`src/rtl/mc_pkg.sv`:
```
// Shared types and encodings for the multicycle MIPS control FSM.
package mc_pkg;

   typedef enum logic [3:0] {
      S_FETCH    = 4'd0,
      S_DECODE   = 4'd1,
      S_RTYPE_EX = 4'd2,
      S_RTYPE_WB = 4'd3,
      S_MEM_ADR  = 4'd4,
      S_MEM_RD   = 4'd5,
      S_MEM_WB   = 4'd6,
      S_MEM_WR   = 4'd7,
      S_BRANCH   = 4'd8,
      S_JUMP     = 4'd9,
      S_IMM_EX   = 4'd10,
      S_IMM_WB   = 4'd11,
      S_TRAP     = 4'd12
   } state_t;

   localparam logic [5:0] OP_RTYPE = 6'b000000;
   localparam logic [5:0] OP_LW    = 6'b100011;
   localparam logic [5:0] OP_SW    = 6'b101011;
   localparam logic [5:0] OP_BEQ   = 6'b000100;
   localparam logic [5:0] OP_J     = 6'b000010;
   localparam logic [5:0] OP_ADDI  = 6'b001000;
   localparam logic [5:0] OP_ANDI  = 6'b001100;
   localparam logic [5:0] OP_ORI   = 6'b001101;
   localparam logic [5:0] OP_SLTI  = 6'b001010;

   localparam logic [1:0] ALUB_REG    = 2'b00;
   localparam logic [1:0] ALUB_FOUR   = 2'b01;
   localparam logic [1:0] ALUB_IMM    = 2'b10;
   localparam logic [1:0] ALUB_IMM_SH = 2'b11;

   localparam logic [1:0] PCSRC_ALU    = 2'b00;
   localparam logic [1:0] PCSRC_ALUOUT = 2'b01;
   localparam logic [1:0] PCSRC_JUMP   = 2'b10;
   localparam logic [1:0] PCSRC_EXC    = 2'b11;

   // Logical immediates take a zero-extended operand.
   function automatic logic is_zero_ext(input logic [5:0] op);
      return (op == OP_ANDI) || (op == OP_ORI);
   endfunction

endpackage

```
`src/rtl/mc_retire_counter.sv`:
```
// Retired-instruction counter; wraps modulo 2^CNT_W, synchronous reset.
module mc_retire_counter #(
   parameter int unsigned CNT_W = 32
) (
   input  logic             clk,
   input  logic             reset,
   input  logic             retire,
   output logic [CNT_W-1:0] count
);

   always_ff @(posedge clk) begin
      if (reset)       count <= '0;
      else if (retire) count <= count + CNT_W'(1);
   end

endmodule

```
`src/rtl/multicycle_control.sv`:
```
// Main control FSM for the multicycle MIPS datapath.
// Optional build macro ILLEGAL_TRAP_EN: unknown opcodes trap instead of acting as NOPs.
module multicycle_control
   import mc_pkg::*;
#(
   parameter int unsigned CNT_W = 32
) (
   input  logic             clk,
   input  logic             reset,
   input  logic [5:0]       opcode,
   input  logic             mem_ready,
   output logic             pc_write,
   output logic             pc_write_cond,
   output logic             i_or_d,
   output logic             mem_read,
   output logic             mem_write,
   output logic             ir_write,
   output logic             mem_to_reg,
   output logic             reg_write,
   output logic             reg_dst,
   output logic             alu_src_a,
   output logic [1:0]       alu_src_b,
   output logic             alu_op1,
   output logic             alu_op0,
   output logic             opcode_gate,
   output logic             zero_ext,
   output logic [1:0]       pc_source,
`ifdef ILLEGAL_TRAP_EN
   output logic             illegal_instr,
`endif
   output logic [CNT_W-1:0] instr_count
);

   state_t state;
   state_t state_nxt;
   logic   retire;

   always_ff @(posedge clk) begin
      if (reset) state <= S_FETCH;
      else       state <= state_nxt;
   end

   // Moore decode plus mem_ready gating; everything is held at 0 during reset.
   always_comb begin
      state_nxt     = state;
      retire        = 1'b0;
      pc_write      = 1'b0;
      pc_write_cond = 1'b0;
      i_or_d        = 1'b0;
      mem_read      = 1'b0;
      mem_write     = 1'b0;
      ir_write      = 1'b0;
      mem_to_reg    = 1'b0;
      reg_write     = 1'b0;
      reg_dst       = 1'b0;
      alu_src_a     = 1'b0;
      alu_src_b     = ALUB_REG;
      alu_op1       = 1'b0;
      alu_op0       = 1'b0;
      opcode_gate   = 1'b0;
      zero_ext      = 1'b0;
      pc_source     = PCSRC_ALU;
`ifdef ILLEGAL_TRAP_EN
      illegal_instr = 1'b0;
`endif
      if (!reset) begin
         case (state)
            S_FETCH: begin
               mem_read  = 1'b1;
               alu_src_b = ALUB_FOUR;
               if (mem_ready) begin
                  ir_write  = 1'b1;
                  pc_write  = 1'b1;
                  state_nxt = S_DECODE;
               end
            end
            S_DECODE: begin
               alu_src_b = ALUB_IMM_SH;
               case (opcode)
                  OP_RTYPE:                         state_nxt = S_RTYPE_EX;
                  OP_LW, OP_SW:                     state_nxt = S_MEM_ADR;
                  OP_BEQ:                           state_nxt = S_BRANCH;
                  OP_J:                             state_nxt = S_JUMP;
                  OP_ADDI, OP_ANDI, OP_ORI, OP_SLTI: state_nxt = S_IMM_EX;
                  default: begin
`ifdef ILLEGAL_TRAP_EN
                     state_nxt = S_TRAP;
`else
                     state_nxt = S_FETCH;
                     retire    = 1'b1;
`endif
                  end
               endcase
            end
            S_RTYPE_EX: begin
               alu_src_a = 1'b1;
               alu_op1   = 1'b1;
               state_nxt = S_RTYPE_WB;
            end
            S_RTYPE_WB: begin
               reg_write = 1'b1;
               reg_dst   = 1'b1;
               retire    = 1'b1;
               state_nxt = S_FETCH;
            end
            S_MEM_ADR: begin
               alu_src_a = 1'b1;
               alu_src_b = ALUB_IMM;
               state_nxt = (opcode == OP_LW) ? S_MEM_RD : S_MEM_WR;
            end
            S_MEM_RD: begin
               mem_read = 1'b1;
               i_or_d   = 1'b1;
               if (mem_ready) state_nxt = S_MEM_WB;
            end
            S_MEM_WB: begin
               reg_write  = 1'b1;
               mem_to_reg = 1'b1;
               retire     = 1'b1;
               state_nxt  = S_FETCH;
            end
            S_MEM_WR: begin
               mem_write = 1'b1;
               i_or_d    = 1'b1;
               if (mem_ready) begin
                  retire    = 1'b1;
                  state_nxt = S_FETCH;
               end
            end
            S_BRANCH: begin
               alu_src_a     = 1'b1;
               alu_op0       = 1'b1;
               pc_write_cond = 1'b1;
               pc_source     = PCSRC_ALUOUT;
               retire        = 1'b1;
               state_nxt     = S_FETCH;
            end
            S_JUMP: begin
               pc_write  = 1'b1;
               pc_source = PCSRC_JUMP;
               retire    = 1'b1;
               state_nxt = S_FETCH;
            end
            S_IMM_EX: begin
               alu_src_a   = 1'b1;
               alu_src_b   = ALUB_IMM;
               opcode_gate = 1'b1;
               zero_ext    = is_zero_ext(opcode);
               state_nxt   = S_IMM_WB;
            end
            S_IMM_WB: begin
               reg_write   = 1'b1;
               opcode_gate = 1'b1;
               zero_ext    = is_zero_ext(opcode);
               retire      = 1'b1;
               state_nxt   = S_FETCH;
            end
`ifdef ILLEGAL_TRAP_EN
            S_TRAP: begin
               pc_write      = 1'b1;
               pc_source     = PCSRC_EXC;
               illegal_instr = 1'b1;
               state_nxt     = S_FETCH;
            end
`endif
            default: state_nxt = S_FETCH;
         endcase
      end
   end

   mc_retire_counter #(.CNT_W(CNT_W)) u_retire_counter (
      .clk    (clk),
      .reset  (reset),
      .retire (retire),
      .count  (instr_count)
   );

endmodule

```
`config.mk`:
```
export PLATFORM = sky130hd
export DESIGN_NAME = multicycle_control
export DESIGN_NICKNAME = d
export VERILOG_FILES = /design/src/rtl/mc_pkg.sv /design/src/rtl/mc_retire_counter.sv /design/src/rtl/multicycle_control.sv
export SDC_FILE = /design/constraint.sdc
export NUM_CORES = 1
export LEC_CHECK = 0
export ABC_CLOCK_PERIOD_IN_PS = 3000
export CORE_ASPECT_RATIO = 1.1
export CORE_MARGIN = 10
export CORE_UTILIZATION = 48
export CTS_CLUSTER_DIAMETER = 100
export DETAILED_ROUTE_END_ITERATION = 8
export PLACE_DENSITY = 0.87
export SLEW_MARGIN = 40
export SYNTH_ARGS = -nofsm -noshare
export SYNTH_HDL_FRONTEND = slang
export SYNTH_SLANG_ARGS = --single-unit
```
`constraint.sdc`:
```
create_clock -name clk -period 3 [get_ports clk]
set_input_delay 0.45 -clock clk [delete_from_list [all_inputs] [get_ports clk]]
set_output_delay 0.45 -clock clk [all_outputs]
set_load 0.05 [all_outputs]
```
== Yosys cells after proc, flatten, opt, wreduce, memory -nomap -nowiden ==
Cells that the tools add are included.
Storage, ports and cells
  register bits: 36
  bits of input ports: 9
  output and inout bits: 50
  word-level logic and storage cells: 79
Operators by class
  add/sub/neg operators: 1
  eq/ne operators: 22
  muxes and demuxes: 40
  reduce and logical (&&, ||, !) cells: 14
Operators by type and width (count)
  $add 32x1->32 const B: 1
  $mux 1: 28
  $pmux 4 s7: 1
  $eq 6x4->1 const B: 4
  $pmux 4 s5: 1
  $eq 4x3->1 const B: 4
  $eq 4x4->1 const B: 4
  $eq 6x6->1 const B: 2
  $mux 4: 3
  $reduce_or 2->1: 5
  $reduce_or 9->1: 1
  $eq 4x2->1 const B: 2
  $reduce_or 4->1: 2
  $eq 6x2->1 const B: 1
  $eq 6x3->1 const B: 1
  $logic_not 6->1: 1
  $mux 2: 3
  $ne 2x2->1 const B: 3
  $pmux 2 s3: 1
  $reduce_or 5->1: 1
  $eq 4x1->1 const B: 1
  $logic_not 4->1: 1
  $pmux 2 s2: 1
  $pmux 1 s3: 1
  4 further kinds: 4

== Longest topological paths before layout ==
Gate-level depths: netlist (run 1).
  word-level depth: 5
  mapped depth: 9
  mapped depth without buffers: 7

== Hierarchy ==
A second synthesis (run 1) with hierarchy kept.
Second synthesis, totals
  cells, all modules: 270
  area total of the unflattened synthesis: 2180.8 um2
By module, submodules not included
  mc_retire_counter: times used 1, cells each 181, area an instance 1564.0 um2, sequential area each 640.6 um2
  multicycle_control: times used 1, cells each 89, area an instance 616.8 um2, sequential area each 80.1 um2

== Worst setup path after synthesis (run 1) ==
OpenSTA, ideal clock, no wires.
  kind: input port to output port
  start: input reset
  end: output pc_write
  data arrival time: 3150 ps
  data required time: 2550 ps
  setup slack: -600 ps
  cell stages on the path: 4
  buffers on the path: 1
  cells stage by stage: clkbuf_1 -> nor4_1 -> and3_1 -> or2_2
On the way
  cells in the longest elaborated chain, start to end: 1
Ends and longest elaborated chain
  from (decl): RTL line multicycle_control.sv:9  | input logic reset,
  $mux 1: RTL line multicycle_control.sv:66  | if (!reset) begin
  to (decl): RTL line multicycle_control.sv:12  | output logic pc_write,
No other way between the ends.

== Worst setup path in the final report (run 1) ==
  start: input opcode[2]
  end: register u_retire_counter.count[25]
On the way
  cells in the longest elaborated chain, start to end: 5
  elaborated cells on any way between the ends: 13
  classes of those cells: eq/ne: 8; mux: 3; reduce/logical: 2
Ends and longest elaborated chain
  from (decl): RTL line multicycle_control.sv:10  | input logic [5:0] opcode,
  $eq 6x6->1 (tied with other cells): RTL line multicycle_control.sv:79  | case (opcode)
  $reduce_or 9->1 (no source line) (*)
  $mux 1 (*): RTL line multicycle_control.sv:79
  $pmux 1 s3 (*): RTL line multicycle_control.sv:67  | case (state)
  $mux 1 (*): RTL line multicycle_control.sv:66
  to (signal assigned): RTL line mc_retire_counter.sv:13  | else if (retire) count <= count + CNT_W'(1);
  to (decl): RTL line mc_retire_counter.sv:8  | output logic [CNT_W-1:0] count
Every way passes the cells marked *; elsewhere a longest branch is shown, timed or not.
A chain may end at the register's enable or synchronous reset.

==> metrics, run 1 <==
status=finished, final reports clean; maxcap violations=0; clock sinks=36; Static Leak=0.000981 uW; Final Hold Fails=0; Port Buffer Count=58; dpl hpwl=4580 um; commonest cells in the netlist=a21oi_1, dfxtp_1, nor2_1, or3_1, nand2_1; final WL=6220 um; Via density=6.12; setup bufs post-CTS=0; Post-Syn Instances=277; Pwr per Cell Area=344 nW/um^2; Total Power=1030 uW; # resized after CTS=0; wire length per cell=16.2 um; RSZ-0062 raised after global routing=false; CTS clk-pin slew, worst paths=0.07 ns; largest net degree at the start of global routing=33; share of the synthesized area in the top cell type=34.5%; Crit path max-delay family=compound AO/OA/AOI/OAI gates; number of global-route vias before repair=2169; EDFF count, synth=0; critical path fanouts, max=29; Post-CTS Hold Buffers=0; period utilisation layout=85.3%; TritonCTS buffer count=5; Ys Warns=0; Die ar.=7400 um^2; width of the die=82.9 um; Slew HR=59.3%; Vias=2351; initial antenna violation count=0; peak supply drop=0.194 mV; First DRT Iteration DRCs=256; nets@finish=339; root buffer cell=clkbuf_8; WS Path Type=input port to flop; Yosys reg bits=36; Synth area leaders=dfxtp_1, a21oi_1, or3_1, o31ai_1, or4_1; most common cell in the synthesized netlist=a21oi_1; sequential area share after synthesis=34.5%; area of the core=4250 um^2; worst path bufs/invs=2; CTS tree=built; Fmax achieved=391 MHz; io pins=59; layout cells sized above 1=13.0%; Final WS setup=0.440 ns; Mapped Area=2090 um^2; DRC viols=0; Post-synth ARST share=0%; post-synthesis cell type with the largest combined area=dfxtp_1; Ant. Diodes=0; Hold Crit Class=flop to flop; Synth Flop Type=dfxtp_1; Final setup viols=0; clk_skew=0.00933 ns; drt first pass iters=5; area delta synth->final=42.8%; first-pass GRT wire length=10300 um; Final Util=70.2%; CP Data Arrival Time=2.78 ns; Slew Viols, Final=0; clock buffer depth=2; num rows=25; Least-Margin Pin Slew=0.610 ns; H-tree levels=2; setup slack at placement=0.166 ns; crit path cell chain=clkdlybuf4s50_1, nand2b_1, nor2_1, a22o_1, o31a_2, buf_12, or4_1, a21oi_1; antenna viol nets, final=0; Max stage delay on crit path=0.57 ns; Mapped Avg Cell Area=7.55 um^2; Die Height=89.2 um; Placer Congestion=0.949; clk_lat worst skew=0.30 ns; Critical Path Sink Type=flop; gr usage total=16.5%; CP max stage cell=clkdlybuf4s50_1; WP data required=3.22 ns; Net Count, Synth=287; Initial Utilization=49.1%; Synth cell types=40; post-route minimum period=2.56 ns; Setup TNS=0 ns; Overflow after GRT=0; Startpoint Class=input port
[cell usage in the layout (no fill, tap or decap), types with 2 or more instances in the layout]
cell type	instances
clkdlybuf4s50_1	40
a21oi_1	39
dfxtp_1	36
nor2_1	19
or3_1	18
buf_12	18
nand2_1	17
nand3_1	15
o31ai_1	14
or4_1	14
o21ai_1	12
nor3_1	9
nand4_1	9
buf_4	8
and3_1	7
o21ai_0	7
clkbuf_8	6
nand2b_1	5
nor4_1	4
inv_1	3
xor2_1	3
or2_2	3
nor4_2	2
nor4b_1	2
a32oi_1	2
and4_1	2
clkinv_2	2
[worst paths after layout]
| kind | depth (start not counted) | endpoint | slack, ns | from |
|---|---|---|---|---|
| max | 8 | u_retire_counter.count[25]$_SDFFE_PP0P_ | 0.44 | opcode[2] |
| min | 2 | u_retire_counter.count[27]$_SDFFE_PP0P_ | 0.49 | u_retire_counter.count[27]$_SDFFE_PP0P_ |
| max reg2reg | 7 | u_retire_counter.count[22]$_SDFFE_PP0P_ | 0.77 | u_retire_counter.count[0]$_SDFFE_PP0P_ |
| min reg2reg | 2 | u_retire_counter.count[27]$_SDFFE_PP0P_ | 0.49 | u_retire_counter.count[27]$_SDFFE_PP0P_ |
[layer usage]
| metal | up-vias | wire [um] | global-route usage [%] |
|---|---|---|---|
| met1 | 1095 | 2430 | 17.2 |
| li1 | 1157 | - | - |
| met5 | - | 0 | 0 |
| met3 | 10 | 596 | 7.66 |
| met4 | 0 | 110 | 6.81 |
| met2 | 89 | 3080 | 28.4 |
[report_power, final]
part	internal, uW	switching, uW	leakage (uW)	total [uW]
Combinational	66.3	110	0.000640	176
Clock	183	178	0.0000510	361
Sequential	482	6.43	0.000290	489
Total	732	294	0.000981	1030
[flip-flops by register name, summed over array words and instances, names as in the netlist]
signal and cells:
state 4, u_retire_counter.count 32
[area by class of cell]
type / count / area [um^2]
multi-input cells: 216 / 1270
fillers: 364 / 1270
repair buffers: 66 / 821
flip-flops and latches: 36 / 721
clock buffers: 6 / 82.6
well taps: 54 / 67.6
inverters: 4 / 15.0
clock inverters: 2 / 10.0
[through the flow]
step | cells | instance area (um^2) | hold slack (ns)
after global routing | 384 | 2990 | 0.521
after global placement | 376 | 2890 | 0.479
after CTS | 384 | 2990 | 0.490
final | 384 | 2990 | 0.490
after floorplan | 277 | 2100 | 0.635
after detailed placement | 376 | 2890 | 0.480
[tightest hold or removal path, cell delays in order (launching register included)]
cell	delay (ns)
dfxtp_1	0.33
o31ai_1	0.07
a21oi_1	0.05
[kinds of logic after synthesis]
| kind of cell | share of synthesized area, % |
|---|---|
| AND/OR/NAND/NOR | 34.9 |
| AO/OA/AOI/OAI | 22.9 |
| multiplexers | 0.479 |
| adder cells (fa/ha/maj) | 0.598 |
| flip-flops | 34.5 |
| XOR/XNOR | 1.26 |
| buffers and inverters | 5.45 |
No activity file was read; power rests on OpenSTA's default activity.
==> inputs of run 2 (changes only) <==
Settings changed: CAP_MARGIN set to 20, MAX_ROUTING_LAYER set to met4.
==> metrics, run 2 (synthesis gave the netlist of run 1 again) <==
Filler Cell Count=364 (unchanged); Static Leak=0.000981 uW (unchanged); multi-input combinational cell area=1270 um^2 (unchanged); setup bufs post-CTS=0 (unchanged); DRC viols=0 (unchanged); commonest non-fill, non-tap cell in the layout=clkdlybuf4s50_1 (unchanged); non-filler instance count after layout=384 (unchanged); r2r startpoint=u_retire_counter.count[0]$_SDFFE_PP0P_ (unchanged); Final setup viols=0 (unchanged); Fmax achieved=391 MHz (about the same); First DRT Iteration DRCs=253 (was 256); WS Path Type=input port to flop (unchanged); area delta synth->final=42.8% (unchanged); Final Util=70.2% (unchanged); CP Data Arrival Time=2.78 ns (about the same); Slew HR=60.0% (was 59.3%); critical path fanouts, max=29 (unchanged); CP Capture Point=u_retire_counter.count[25]$_SDFFE_PP0P_ (unchanged); post-route minimum period=2.56 ns (about the same); # resized after CTS=0 (unchanged); peak supply drop=0.194 mV (about the same); period utilisation layout=85.3% (about the same); Reg2Reg Setup Slack=0.76 ns (was 0.77 ns); cells on worst reg2reg path=7 (unchanged); largest net degree at the start of global routing=33 (unchanged); Hold Crit Class=flop to flop (unchanged); wire length per cell=16.2 um (about the same); Port Buffer Count=58 (unchanged); max reg flops=32 (unchanged); Largest Register=u_retire_counter.count (unchanged); Vias=2342 (was 2351); maxcap violations=0 (unchanged); TritonCTS buffer count=5 (unchanged); Hold Path Stages=2 (unchanged); Slew Viols, Final=0 (unchanged); Setup TNS=0 ns (unchanged); clk_lat worst skew=0.30 ns (about the same); Startpoint Class=input port (unchanged); clock sinks=36 (unchanged); CTS clk-pin slew, worst paths=0.07 ns (about the same); Via density=6.10 (was 6.12); Final Hold Fails=0 (unchanged); crit path cell chain=clkdlybuf4s50_1, nand2b_1, nor2_1, a22o_1, o31a_2, buf_12, or4_1, a21oi_1 (unchanged); Sequential Area=721 um^2 (unchanged); global routing's busiest layer=met2 (unchanged); Placer Congestion=0.966 (was 0.949); clock buffer depth=2 (unchanged); # placed instances=376 (unchanged); first-pass GRT wire length=10300 um (about the same); io pins=59 (unchanged); dpl hpwl=4580 um (unchanged); Least-Margin Pin Slew=0.599 ns (was 0.610 ns); Max stage delay on crit path=0.57 ns (about the same); Die ar.=7400 um^2 (unchanged); most frequent cells in the layout=clkdlybuf4s50_1, a21oi_1, dfxtp_1 (unchanged); clk_skew=0.00854 ns (was 0.00933 ns); final WL=6240 um (was 6220 um); area of the core=4250 um^2 (unchanged); CTS tree=built (unchanged); initial antenna violation count=0 (unchanged); Post-CTS Hold Buffers=0 (unchanged); antenna viol nets, final=0 (unchanged); Ant. Diodes=0 (unchanged); met2 usage=28.4% (about the same); width of the die=82.9 um (unchanged); WP data required=3.22 ns (about the same); number of global-route vias before repair=2174 (was 2169); RSZ-0062 raised after global routing=false (unchanged); Largest regs=u_retire_counter.count: 32 flops, state: 4 flops (unchanged); crit path launch=opcode[2] (unchanged); Pwr per Cell Area=344 nW/um^2 (about the same); Initial Utilization=49.1% (unchanged); Overflow after GRT=0 (unchanged); met3 GRT Util=6.65% (was 7.66%); layout cells sized above 1=13.0% (unchanged); status=finished, final reports clean (unchanged); M1 GR Usage=17.9% (was 17.2%); H-tree levels=2 (unchanged); Critical Path Sink Type=flop (unchanged); gr usage total=17.0% (was 16.5%); CP max stage cell=clkdlybuf4s50_1 (unchanged); nets@finish=339 (unchanged); Die Height=89.2 um (unchanged); num rows=25 (unchanged); drt first pass iters=4 (was 5); Reg-to-Reg End=u_retire_counter.count[22]$_SDFFE_PP0P_ (unchanged); root buffer cell=clkbuf_8 (unchanged)
-- run 2: per-stage QoR --
step           power, uW  hold WS [ns]  setup WS, ns  instance area (um^2)
2_1_floorplan        604         0.635        -0.127                  2100
6_report            1030         0.491         0.441                  2990
4_1_cts             1030         0.490         0.453                  2990
3_3_place_gp         670         0.479         0.242                  2890
3_5_place_dp         673         0.480         0.166                  2890
5_1_grt             1060         0.521         0.329                  2990
-- run 2: worst min path at each step --
| stage | startpoint | end | slack, ns |
|---|---|---|---|
| floorplan | state[1]$_SDFFE_PP0P_ | state[2]$_SDFFE_PP0P_ | 0.63 |
| global placement | u_retire_counter.count[17]$_SDFFE_PP0P_ | u_retire_counter.count[17]$_SDFFE_PP0P_ | 0.48 |
| detailed placement | u_retire_counter.count[27]$_SDFFE_PP0P_ | u_retire_counter.count[27]$_SDFFE_PP0P_ | 0.48 |
| CTS | u_retire_counter.count[27]$_SDFFE_PP0P_ | u_retire_counter.count[27]$_SDFFE_PP0P_ | 0.49 |
| global route | u_retire_counter.count[27]$_SDFFE_PP0P_ | u_retire_counter.count[27]$_SDFFE_PP0P_ | 0.52 |
| finish | u_retire_counter.count[27]$_SDFFE_PP0P_ | u_retire_counter.count[27]$_SDFFE_PP0P_ | 0.49 |
-- run 2: final cells by class --
cell class                      count  share of cell area [%]
Timing Repair Buffer               66                    27.5
Inverter                            4                   0.503
Sequential cell                    36                    24.1
Clock buffer                        6                    2.76
Clock inverter                      2                   0.335
Tap cell                           54                    2.26
Multi-Input combinational cell    216                    42.5
-- run 2: where the power goes --
group | internal (uW) | switching [uW]
registers | 482 | 6.59
logic | 66.3 | 109
clock network | 183 | 179
-- run 2: metal layers --
| metal | vias up | wire length [um] |
|---|---|---|
| met3 | 10 | 534 |
| met5 | - | 0 |
| met1 | 1096 | 2510 |
| met4 | 0 | 112 |
| li1 | 1158 | - |
| met2 | 78 | 3080 |
-- run 2: worst max-delay path, delay by kind of cell --
kind / cells / cell delay, ns
compound gates: 3 / 0.83
buf+inv: 2 / 0.76
simple gates: 3 / 0.73
